**src/rtl/uart_pkg.sv**
```systemverilog
// Shared types and constants for the UART receive path.
package uart_pkg;

  typedef enum logic [2:0] {
    ST_IDLE,
    ST_START,
    ST_DATA,
    ST_STOP,
    ST_RECOVER
  } uart_rx_state_t;

  localparam int UART_DIV_MIN = 4;
  localparam int UART_DATA_W  = 8;

endpackage

```
**src/rtl/uart_rx_fifo.sv**
```systemverilog
// Single-clock receive FIFO; a push into a full FIFO is accepted
// only when a pop happens in the same cycle.
module uart_rx_fifo #(
  parameter int DEPTH = 8,
  parameter int W     = 8,
  localparam int AW   = $clog2(DEPTH)
) (
  input  logic         clk,
  input  logic         resetn,
  input  logic         push,
  input  logic         pop,
  input  logic [W-1:0] din,
  output logic [W-1:0] dout,
  output logic [AW:0]  count,
  output logic         drop
);

  logic [W-1:0]  mem [DEPTH];
  logic [AW-1:0] wptr;
  logic [AW-1:0] rptr;
  logic          full;
  logic          pop_en;
  logic          wr_en;

  assign full   = (count == (AW+1)'(DEPTH));
  assign pop_en = pop && (count != '0);
  assign wr_en  = push && (!full || pop_en);
  assign drop   = push && !wr_en;
  assign dout   = mem[rptr];

  always_ff @(posedge clk) begin
    if (wr_en) mem[wptr] <= din;
  end

  always_ff @(posedge clk) begin
    if (!resetn) begin
      wptr  <= '0;
      rptr  <= '0;
      count <= '0;
    end else begin
      if (wr_en)  wptr <= wptr + 1'b1;
      if (pop_en) rptr <= rptr + 1'b1;
      unique case ({wr_en, pop_en})
        2'b10:   count <= count + 1'b1;
        2'b01:   count <= count - 1'b1;
        default: count <= count;
      endcase
    end
  end

endmodule

```
**src/rtl/uart_rx_buf.sv**
```systemverilog
// 8N1 UART receiver: synchronizer, oversampling deframer and
// a receive FIFO behind a valid/ready port.
module uart_rx_buf
  import uart_pkg::*;
#(
  parameter int DEPTH = 8,
  parameter int DIV_W = 16
) (
  input  logic                   clk,
  input  logic                   resetn,
  input  logic [DIV_W-1:0]       cfg_divisor,
  input  logic                   ser_rx,
  output logic [UART_DATA_W-1:0] rx_data,
  output logic                   rx_valid,
  input  logic                   rx_ready,
  output logic                   rx_frame_err,
  output logic                   rx_overrun,
  output logic [$clog2(DEPTH):0] rx_count
);

  uart_rx_state_t        state;
  logic                  sync_q;
  logic                  rx_s;
  logic [DIV_W-1:0]      cnt;
  logic [DIV_W-1:0]      div_q;
  logic [DIV_W-1:0]      div_eff;
  logic [2:0]            bit_idx;
  logic [UART_DATA_W-1:0] shreg;
  logic                  push_q;
  logic                  bit_end;
  logic                  half_end;
  logic                  pop;

  assign div_eff  = (cfg_divisor < DIV_W'(UART_DIV_MIN))
                  ? DIV_W'(UART_DIV_MIN) : cfg_divisor;
  assign bit_end  = (cnt == div_q - 1'b1);
  assign half_end = (cnt == (div_q >> 1) - 1'b1);

  // Both flops reset high so a low line is not taken as a start bit
  // until it has first been seen idle.
  always_ff @(posedge clk) begin
    if (!resetn) begin
      sync_q <= 1'b1;
      rx_s   <= 1'b1;
    end else begin
      sync_q <= ser_rx;
      rx_s   <= sync_q;
    end
  end

  always_ff @(posedge clk) begin
    if (!resetn) begin
      state        <= ST_IDLE;
      cnt          <= '0;
      div_q        <= DIV_W'(UART_DIV_MIN);
      bit_idx      <= '0;
      shreg        <= '0;
      push_q       <= 1'b0;
      rx_frame_err <= 1'b0;
    end else begin
      push_q       <= 1'b0;
      rx_frame_err <= 1'b0;
      unique case (state)
        ST_IDLE: begin
          if (!rx_s) begin
            state <= ST_START;
            cnt   <= '0;
            div_q <= div_eff;
          end
        end
        ST_START: begin
          if (half_end) begin
            cnt     <= '0;
            bit_idx <= '0;
            state   <= rx_s ? ST_IDLE : ST_DATA;
          end else begin
            cnt <= cnt + 1'b1;
          end
        end
        ST_DATA: begin
          if (bit_end) begin
            cnt     <= '0;
            shreg   <= {rx_s, shreg[UART_DATA_W-1:1]};
            bit_idx <= bit_idx + 1'b1;
            if (bit_idx == 3'd7) state <= ST_STOP;
          end else begin
            cnt <= cnt + 1'b1;
          end
        end
        ST_STOP: begin
          if (bit_end) begin
            cnt <= '0;
            if (rx_s) begin
              push_q <= 1'b1;
              state  <= ST_IDLE;
            end else begin
              rx_frame_err <= 1'b1;
              state        <= ST_RECOVER;
            end
          end else begin
            cnt <= cnt + 1'b1;
          end
        end
        ST_RECOVER: begin
          if (rx_s) state <= ST_IDLE;
        end
        default: state <= ST_IDLE;
      endcase
    end
  end

  assign rx_valid = (rx_count != '0);
  assign pop      = rx_valid && rx_ready;

  uart_rx_fifo #(
    .DEPTH (DEPTH),
    .W     (UART_DATA_W)
  ) u_fifo (
    .clk    (clk),
    .resetn (resetn),
    .push   (push_q),
    .pop    (pop),
    .din    (shreg),
    .dout   (rx_data),
    .count  (rx_count),
    .drop   (rx_overrun)
  );

endmodule

```
**config.mk**
```make
export PLATFORM = sky130hd
export DESIGN_NAME = uart_rx_buf
export DESIGN_NICKNAME = d
export VERILOG_FILES = /design/src/rtl/uart_pkg.sv /design/src/rtl/uart_rx_fifo.sv /design/src/rtl/uart_rx_buf.sv
export SDC_FILE = /design/constraint.sdc
export NUM_CORES = 1
export LEC_CHECK = 0
export CORE_ASPECT_RATIO = 0.7
export CORE_MARGIN = 4
export CORE_UTILIZATION = 45
export CTS_CLUSTER_SIZE = 40
export DETAILED_ROUTE_END_ITERATION = 10
export PLACE_DENSITY = 0.64
export SYNTH_ARGS = -nofsm -noshare
export SYNTH_HDL_FRONTEND = slang
export SYNTH_SLANG_ARGS = --single-unit
```
**constraint.sdc**
```tcl
create_clock -name clk -period 8.4 [get_ports clk]
set_input_delay 2.52 -clock clk [delete_from_list [all_inputs] [get_ports clk]]
set_output_delay 2.52 -clock clk [all_outputs]
set_load 0.03 [all_outputs]
```
==> results of run 1 <==
==> where the power goes <==
group          switching (mW)  internal [mW]  total, mW
registers             0.00860          0.648      0.657
clock network           0.258          0.465      0.723
logic                  0.0331         0.0320     0.0650
total                   0.300           1.15       1.44
==> sequential cells by signal, summed over array words and instances (netlist names), named ones only <==
signal	flops
rx_s	1
bit_idx	3
rx_frame_err	1
push_q	1
u_fifo.mem	64
sync_q	1
u_fifo.wptr	3
u_fifo.count	4
u_fifo.rptr	3
cnt	16
div_q	16
shreg	8
state	3
==> worst max path at each step <==
stage                       to  cells past startpoint
floorplan           rx_overrun                      2
global placement    rx_overrun                      4
detailed placement  rx_overrun                      4
CTS                 rx_overrun                      4
global route        rx_overrun                      4
finish              rx_overrun                      4
==> area by class of cell <==
| class | count | area, µm² |
|---|---|---|
| Clock inverter | 11 | 143 |
| Tap cell | 190 | 238 |
| Clock buffer | 21 | 440 |
| Inverter | 15 | 56.3 |
| Fill cell | 1238 | 6530 |
| Multi-Input combinational cell | 428 | 3010 |
| Timing Repair Buffer | 37 | 363 |
| Sequential cell | 127 | 3180 |
==> cell usage after synthesis (all sizes together), types with 10 or more instances <==
cell and instances:
nand2b 11, nor2 32, nand2 89, nor3 13, a21boi 25, nand4 15
clkbuf 37, nand3 20, inv 15, o21ai 11, buf 11, nor4 10
dfxtp 63, edfxtp 64, xor2 17, mux4 16, ha 10, xnor2 27
==> metrics by stage <==
| step | area, µm² | utilization [%] | worst slack [ps] |
|---|---|---|---|
| 2_1_floorplan | 6450 | - | 2790 |
| 3_3_place_gp | 6840 | 49.0 | 2000 |
| 3_5_place_dp | 6840 | 49.0 | 1920 |
| 4_1_cts | 7430 | 53.2 | 1900 |
| 5_1_grt | 7440 | 53.3 | 1840 |
| 6_report | 7440 | 53.3 | 1930 |
==> layer usage <==
| metal | track usage [%] | up-vias |
|---|---|---|
| met2 | 26.6 | 112 |
| met5 | 0 | - |
| li1 | - | 2260 |
| met4 | 4.33 | 0 |
| met1 | 27.1 | 2258 |
| met3 | 3.98 | 11 |
==> kinds of logic after synthesis <==
| family | count (synthesis) |
|---|---|
| adders and majority gates | 11 |
| xor gates and xnor gates | 44 |
| AOI/OAI and AO/OA | 86 |
| muxes | 31 |
| and+or+nand+nor | 256 |
| buffers and inverters | 63 |
| DFF | 127 |
==> flow_metrics.tcl, run 1 <==
set metrics [dict create \
    status "finished clean" \
    worstMarginPinSlew_ps 1130 \
    grt_max_degree 53 \
    synth_top_area_cell "edfxtp_1" \
    highest_layer "met4" \
    dr_wl_met2_mm 5.97 \
    nets 657 \
    cts_buffers 17 \
    reg2reg_depth 10 \
    hold_end "rx_s$_SDFF_PN1_" \
    maxClockFrequency_mhz 154 \
    maxCapViolations 0 \
    synth-simple-area-share_pct 20.6 \
    ys_types 64 \
    antenna_found_initial 0 \
    grt_usage_pct 18.0 \
    peakVddDrop_mv 0.146 \
    crit_top_cell "clkdlybuf4s50_1" \
    critPathLaunchType "input pin" \
    gr-total-overflow 0 \
    hold_viol 0 \
    finalSetupViolCount 0 \
    ant_nets 0 \
    wl_per_cell_um 16.7 \
    grt_pass1_vias 4493 \
    port_buffers 34 \
    final_cell_mix "88 x nand2_1, 64 x edfxtp_1, 63 x dfxtp_1, 34 x clkdlybuf4s50_1, 32 x nor2_1" \
    ys_warn_count 0 \
    initial_utilization_pct 46.2 \
    hp-class "register to register" \
    route.detailed.drc 0 \
    ys_ff_latch 127 \
    dr_wl_met3_um 677 \
    max_stage_delay_ps 690 \
    synth-seq-area-share_pct 49.3 \
    firstDrtPassIters 5 \
    dp_hpwl_mm 9.63 \
    synth_top_family_by_area "simple AND/OR/NAND/NOR gates" \
    diodes 0 \
    core_um2 14000 \
    routed_wl_mm 13.8 \
    synthMuxAreaShare_pct 8.09 \
    syn_to_final_growth_pct 15.3 \
    die_h_um 108 \
    finalPower_mw 1.44 \
    synthCells 618 \
    rrSetupSlack_ps 4360 \
    hold_start "sync_q$_SDFF_PN1_" \
    post_cts_buffers 0 \
    crit_slowest_cell "clkdlybuf4s50_1" \
    synthArstFlopShare_pct 0 \
    powerDensity_nw_per_um2 194 \
    synthFlopType "edfxtp_1" \
    crit_buf_inv 2 \
    synth_edf_count 64 \
    grt_pass1_wl_mm 23.0 \
    worstReg2RegStart "div_q[1]$_SDFFE_PN0P_" \
    tns_ps 0 \
    cp_cell_sequence "clkdlybuf4s50_1 > nand3b_1 > nor2_1 > clkdlybuf4s50_1" \
    synth_compound_area_share_pct 9.56 \
    synth_area_leaders "edfxtp_1 30%, dfxtp_1 20%, mux4_2 5.6%" \
    cp_max_fo 2 \
    p_leak_nw 2.50 \
    hold_depth 1 \
    placementRows 36 \
    cts_root_buf "clkbuf_16" \
    netlist_area_um2 6450 \
    arrival_ps 3950 \
    m1WireLength_mm 7.04 \
    rsz0062_at_grt "no" \
    vias 4641 \
    layout-drive-gt1-share_pct 10.8 \
    dieWidth_um 151 \
    synth_xor_area_share_pct 5.97 \
    gp_congestion 0.899 \
    fin_cells 829 \
    dp_cells 797 \
    clock_skew_ps 21.2 \
    worstSetupEndpointType "output pin" \
    max-slew-margin-rel_pct 24.4 \
    drt_iter0_drc 364 \
    holdWs_ps 409 \
    cts_hold_buf 0 \
    reg2reg_to "cnt[7]$_SDFFE_PN0P_" \
    postSynthAreaPerCell_um2 10.4 \
    synthAdderAreaFrac_pct 2.25 \
    ctsResizeCount 0 \
    via_per_inst 5.60 \
    cts_tree "done" \
    maxSlewViolCount 0 \
    cts.sinks 127 \
    clk_path_buf_depth 2 \
    period_minus_slack_ps 6470 \
    io_pins 35 \
    cts.clk_slew.worst_paths_ps 50 \
    cp-startpoint "rx_ready" \
    yosys.area.top_type_share_pct 29.8 \
    crit_required_ps 5880 \
    syn_nets 649 \
    layout_commonest_cell "nand2_1" \
    htreeDepth 4 \
    cp_top_family "buffers and inverters" \
    clkLatencyLatePin_ps 410 \
    crit_type "input pin to output pin" \
    period_share_pct 77.1 \
    die_area_um2 16300 \
]
Power figures use the tool's default switching activity.
==> inputs of run 2 (changes only) <==
==> constraint.sdc (replaced) <==
create_clock -name clk -period 6.35 [get_ports clk]
set_input_delay 1.905 -clock clk [delete_from_list [all_inputs] [get_ports clk]]
set_output_delay 1.905 -clock clk [all_outputs]
set_load 0.03 [all_outputs]
==> flow_metrics.tcl, run 2 (same netlist as run 1, synthesis figures left out) <==
set metrics [dict create \
    status "finished clean" \
    maxSlewViolCount 0 \
    core_um2 14000 \
    cts_buffers 17 \
    placementRows 36 \
    max_stage_delay_ps 690 \
    period_share_pct 82.2 \
    rsz0062_at_grt "no" \
    powerDensity_nw_per_um2 258 \
    cp_cell_sequence "clkdlybuf4s50_1 > nand3b_1 > nor2_1 > clkdlybuf4s50_1" \
    crit_top_cell "clkdlybuf4s50_1" \
    final_util_pct 53.4 \
    largest_register_ffs 64 \
    cts.clk_slew.worst_paths_ps 50 \
    grt_pass1_wl_mm 22.9 \
    dieWidth_um 151 \
    via_per_inst 5.66 \
    antenna_found_initial 0 \
    die_area_um2 16300 \
    routed_wl_mm 13.9 \
    cts_root_buf "clkbuf_16" \
    worstMarginPinSlew_ps 1160 \
    diodes 0 \
    post_cts_buffers 0 \
    htreeDepth 4 \
    syn_to_final_growth_pct 15.6 \
    final_cell_mix "88 x nand2_1, 64 x edfxtp_1, 63 x dfxtp_1, 34 x clkdlybuf4s50_1, 32 x nor2_1" \
    firstDrtPassIters 5 \
    route.detailed.drc 0 \
    vias 4689 \
    max_flop_register "u_fifo.mem" \
    cts.sinks 127 \
    tns_ps 0 \
    io_pins 35 \
    holdWs_ps 410 \
    period_minus_slack_ps 5220 \
    num-fill-cells 1214 \
    cts_tree "done" \
    hold_viol 0 \
    finalSetupViolCount 0 \
    cp_max_fo 2 \
    finalPower_mw 1.92 \
    port_buffers 34 \
    drt_iter0_drc 487 \
    ant_nets 0 \
    largestRegisters "u_fifo.mem x64, cnt x16, div_q x16" \
    maxClockFrequency_mhz 192 \
    initial_utilization_pct 46.2 \
    arrival_ps 3320 \
    layout-drive-gt1-share_pct 11.3 \
    crit_type "input pin to output pin" \
    crit_buf_inv 2 \
    wl_per_cell_um 16.8 \
    worstSetupEndpointType "output pin" \
    dp_hpwl_mm 9.68 \
    grt_max_degree 53 \
    grt_usage_pct 18.2 \
    p_leak_nw 2.51 \
    dpl_worst_slack_ps 1100 \
    maxCapViolations 0 \
    gr-total-overflow 0 \
    grt_pass1_vias 4414 \
    hp-class "register to register" \
    crit_required_ps 4450 \
    nets 657 \
    ctsResizeCount 0 \
    gp_congestion 0.884 \
    clkLatencyLatePin_ps 420 \
    clk_path_buf_depth 2 \
    layout_setup_ws_ps 1130 \
    cts_hold_buf 0 \
    layout_commonest_cell "nand2_1" \
    clock_skew_ps 16.7 \
    die_h_um 108 \
    crit_slowest_cell "clkdlybuf4s50_1" \
    critPathLaunchType "input pin" \
    cp_top_family "buffers and inverters" \
    max-slew-margin-rel_pct 22.4 \
    peakVddDrop_mv 0.160 \
]
[run 2: changes by cell type in the layout (fill, tap and decap cells not counted), sizes merged]
cell      delta
bufinv       -2
clkbuf       +1
clkinv       -2
clkinvlp     +1
inv          +2
[run 2: area by class of cell]
| class | instances | area (µm²) | share of cell area, % |
|---|---|---|---|
| Timing Repair Buffer | 37 | 363 | 4.86 |
| Clock buffer | 22 | 507 | 6.79 |
| Clock inverter | 10 | 98.8 | 1.33 |
| Tap cell | 190 | 238 | 3.19 |
| Multi-Input combinational cell | 428 | 3010 | 40.4 |
| Inverter | 15 | 56.3 | 0.755 |
| Sequential cell | 127 | 3180 | 42.7 |
[run 2: path summary, 6_finish.rpt]
path,from,end,slack [ps],cells past startpoint
setup / recovery,rx_ready,rx_overrun,1130,4
hold / removal,sync_q$_SDFF_PN1_,rx_s$_SDFF_PN1_,410,1
setup reg to reg,div_q[1]$_SDFFE_PN0P_,cnt[7]$_SDFFE_PN0P_,2250,10
hold reg to reg,sync_q$_SDFF_PN1_,rx_s$_SDFF_PN1_,410,1
[run 2: through the flow]
| stage | area [µm²] | instances |
|---|---|---|
| after global routing | 7460 | 829 |
| after detailed placement | 6840 | 797 |
| final | 7460 | 829 |
| after global placement | 6840 | 797 |
| after floorplan | 6450 | 618 |
| after CTS | 7450 | 829 |
[run 2: report_power, final]
| part | total, mW | switching [mW] | internal (mW) |
|---|---|---|---|
| combinational | 0.0870 | 0.0447 | 0.0423 |
| sequential | 0.869 | 0.0115 | 0.858 |
| clock | 0.966 | 0.358 | 0.608 |
[run 2: routing by layer]
layer / part of all wire, % / up-vias / track usage (%)
met3: 6.2 / 10 / 5.70
met1: 49 / 2273 / 26.5
met4: 0.84 / 0 / 4.53
met5: 0 / - / 0
met2: 44 / 143 / 26.4
li1: - / 2263 / -
==> inputs of run 3 (changes only) <==
==> constraint.sdc (replaced) <==
create_clock -name clk -period 4.9 [get_ports clk]
set_input_delay 1.47 -clock clk [delete_from_list [all_inputs] [get_ports clk]]
set_output_delay 1.47 -clock clk [all_outputs]
set_load 0.03 [all_outputs]
==> flow_metrics.tcl, run 3 (same netlist as run 1, synthesis figures left out) <==
set metrics [dict create \
    cts.clk_slew.worst_paths_ps 50 \
    vias 4713 \
    ctsResizeCount 0 \
    finalPower_mw 2.45 \
    tns_ps 0 \
    num-fill-cells 1224 \
    placementRows 36 \
    final_area_um2 7440 \
    grt_pass1_vias 4475 \
    critPathLaunchType "input pin" \
    hp-class "register to register" \
    crit_top_cell "clkdlybuf4s50_1" \
    layout_commonest_cell "nand2_1" \
    grt_usage_pct 18.2 \
    syn_to_final_growth_pct 15.3 \
    max_stage_delay_ps 680 \
    p_leak_nw 2.50 \
    met1_usage_pct 27.0 \
    drt_iter0_drc 415 \
    hold_end "rx_s$_SDFF_PN1_" \
    period_minus_slack_ps 4360 \
    peakVddDrop_mv 0.294 \
    routed_wl_mm 14.1 \
    antenna_found_initial 0 \
    dieWidth_um 151 \
    maxCapViolations 0 \
    post_cts_buffers 0 \
    grt_max_degree 41 \
    rrSetupSlack_ps 870 \
    die_h_um 108 \
    core_um2 14000 \
    cts.sinks 127 \
    reg2reg_to "cnt[7]$_SDFFE_PN0P_" \
    hold_start "sync_q$_SDFF_PN1_" \
    via_per_inst 5.66 \
    clock_skew_ps 9.92 \
    maxClockFrequency_mhz 230 \
    clk_path_buf_depth 2 \
    cts_tree "done" \
    cts_hold_buf 0 \
    finalSetupViolCount 0 \
    cts_root_buf "clkbuf_16" \
    cp_cell_sequence "clkdlybuf4s50_1 > nand3b_1 > nor2_1 > clkdlybuf4s50_1" \
    cp_max_fo 2 \
    gp_congestion 0.902 \
    dp_hpwl_mm 9.94 \
    status "finished clean" \
    maxSlewViolCount 0 \
    clkLatencyLatePin_ps 410 \
    htreeDepth 4 \
    die_area_um2 16300 \
    max-slew-margin-rel_pct 21.7 \
    largestRegisters "u_fifo.mem x64, cnt x16, div_q x16" \
    reg2reg_depth 10 \
    diodes 0 \
    hold_depth 1 \
    worstSetupEndpointType "output pin" \
    ant_nets 0 \
    met2_usage_pct 26.5 \
    grt_busiest_layer "met1" \
    use_met3_pct 3.90 \
    arrival_ps 2890 \
    worstReg2RegStart "div_q[2]$_SDFFE_PN1P_" \
    route.detailed.drc 0 \
    initial_utilization_pct 46.2 \
    final_cell_mix "88 x nand2_1, 64 x edfxtp_1, 63 x dfxtp_1, 34 x clkdlybuf4s50_1, 32 x nor2_1" \
    wl_per_cell_um 16.9 \
    crit_type "input pin to output pin" \
    crit_required_ps 3430 \
    nets 660 \
    rsz0062_at_grt "no" \
    worstMarginPinSlew_ps 1170 \
    io_pins 35 \
    hold_viol 0 \
    largest_register_ffs 64 \
    powerDensity_nw_per_um2 330 \
    cts_buffers 17 \
    firstDrtPassIters 5 \
    max_flop_register "u_fifo.mem" \
    port_buffers 34 \
    crit_slowest_cell "clkdlybuf4s50_1" \
    period_share_pct 88.9 \
    placed_area_um2 6870 \
    layout-drive-gt1-share_pct 11.4 \
    grt_pass1_wl_mm 23.2 \
    gr-total-overflow 0 \
]
==> run 3: worst max path at each step <==
| stage | startpoint | end | slack (ps) | depth (start not counted) |
|---|---|---|---|---|
| finish | rx_ready | rx_overrun | 540 | 4 |
| detailed placement | rx_ready | rx_overrun | 510 | 4 |
| global route | rx_ready | rx_overrun | 420 | 4 |
| global placement | rx_ready | rx_overrun | 600 | 4 |
| floorplan | register | rx_data[0] | 1310 | 4 |
| CTS | rx_ready | rx_overrun | 500 | 4 |
==> run 3: worst max-delay path: cells and delay by family <==
family | cells | cell delay [ps]
buffers and inverters | 2 | 1100
AND/OR/NAND/NOR | 2 | 320
==> run 3: routing by layer <==
| metal | wire [µm] | share of wire [%] | up-vias |
|---|---|---|---|
| met5 | 0 | 0 | - |
| met4 | 181 | 1.3 | 0 |
| met3 | 808 | 5.7 | 15 |
| met2 | 6040 | 43 | 130 |
| met1 | 7050 | 50 | 2298 |
| li1 | - | - | 2270 |
==> run 3: through the flow <==
| stage | cells | setup WS, ps | hold slack [ps] | util (%) |
|---|---|---|---|---|
| final | 832 | 543 | 407 | 53.3 |
| after global routing | 832 | 422 | 426 | 53.3 |
| after CTS | 832 | 504 | 410 | 53.3 |
| after detailed placement | 800 | 512 | 399 | 49.2 |
| after global placement | 800 | 602 | 390 | 49.2 |
| after floorplan | 618 | 1310 | 386 | - |
==> run 3: where the power goes <==
group / internal (mW) / switching [mW] / total, mW
logic: 0.0554 / 0.0587 / 0.114
clock network: 0.746 / 0.466 / 1.21
registers: 1.11 / 0.0145 / 1.13
total: 1.91 / 0.539 / 2.45
==> run 3: cell type report <==
| class | instances | area [µm²] | share of cell area, % |
|---|---|---|---|
| clock inverter | 14 | 144 | 1.93 |
| multi-input combinational | 428 | 3000 | 40.4 |
| inverter | 15 | 56.3 | 0.757 |
| clock buffer | 18 | 429 | 5.77 |
| tap | 190 | 238 | 3.20 |
| timing repair buffer | 40 | 385 | 5.18 |
| sequential | 127 | 3180 | 42.8 |
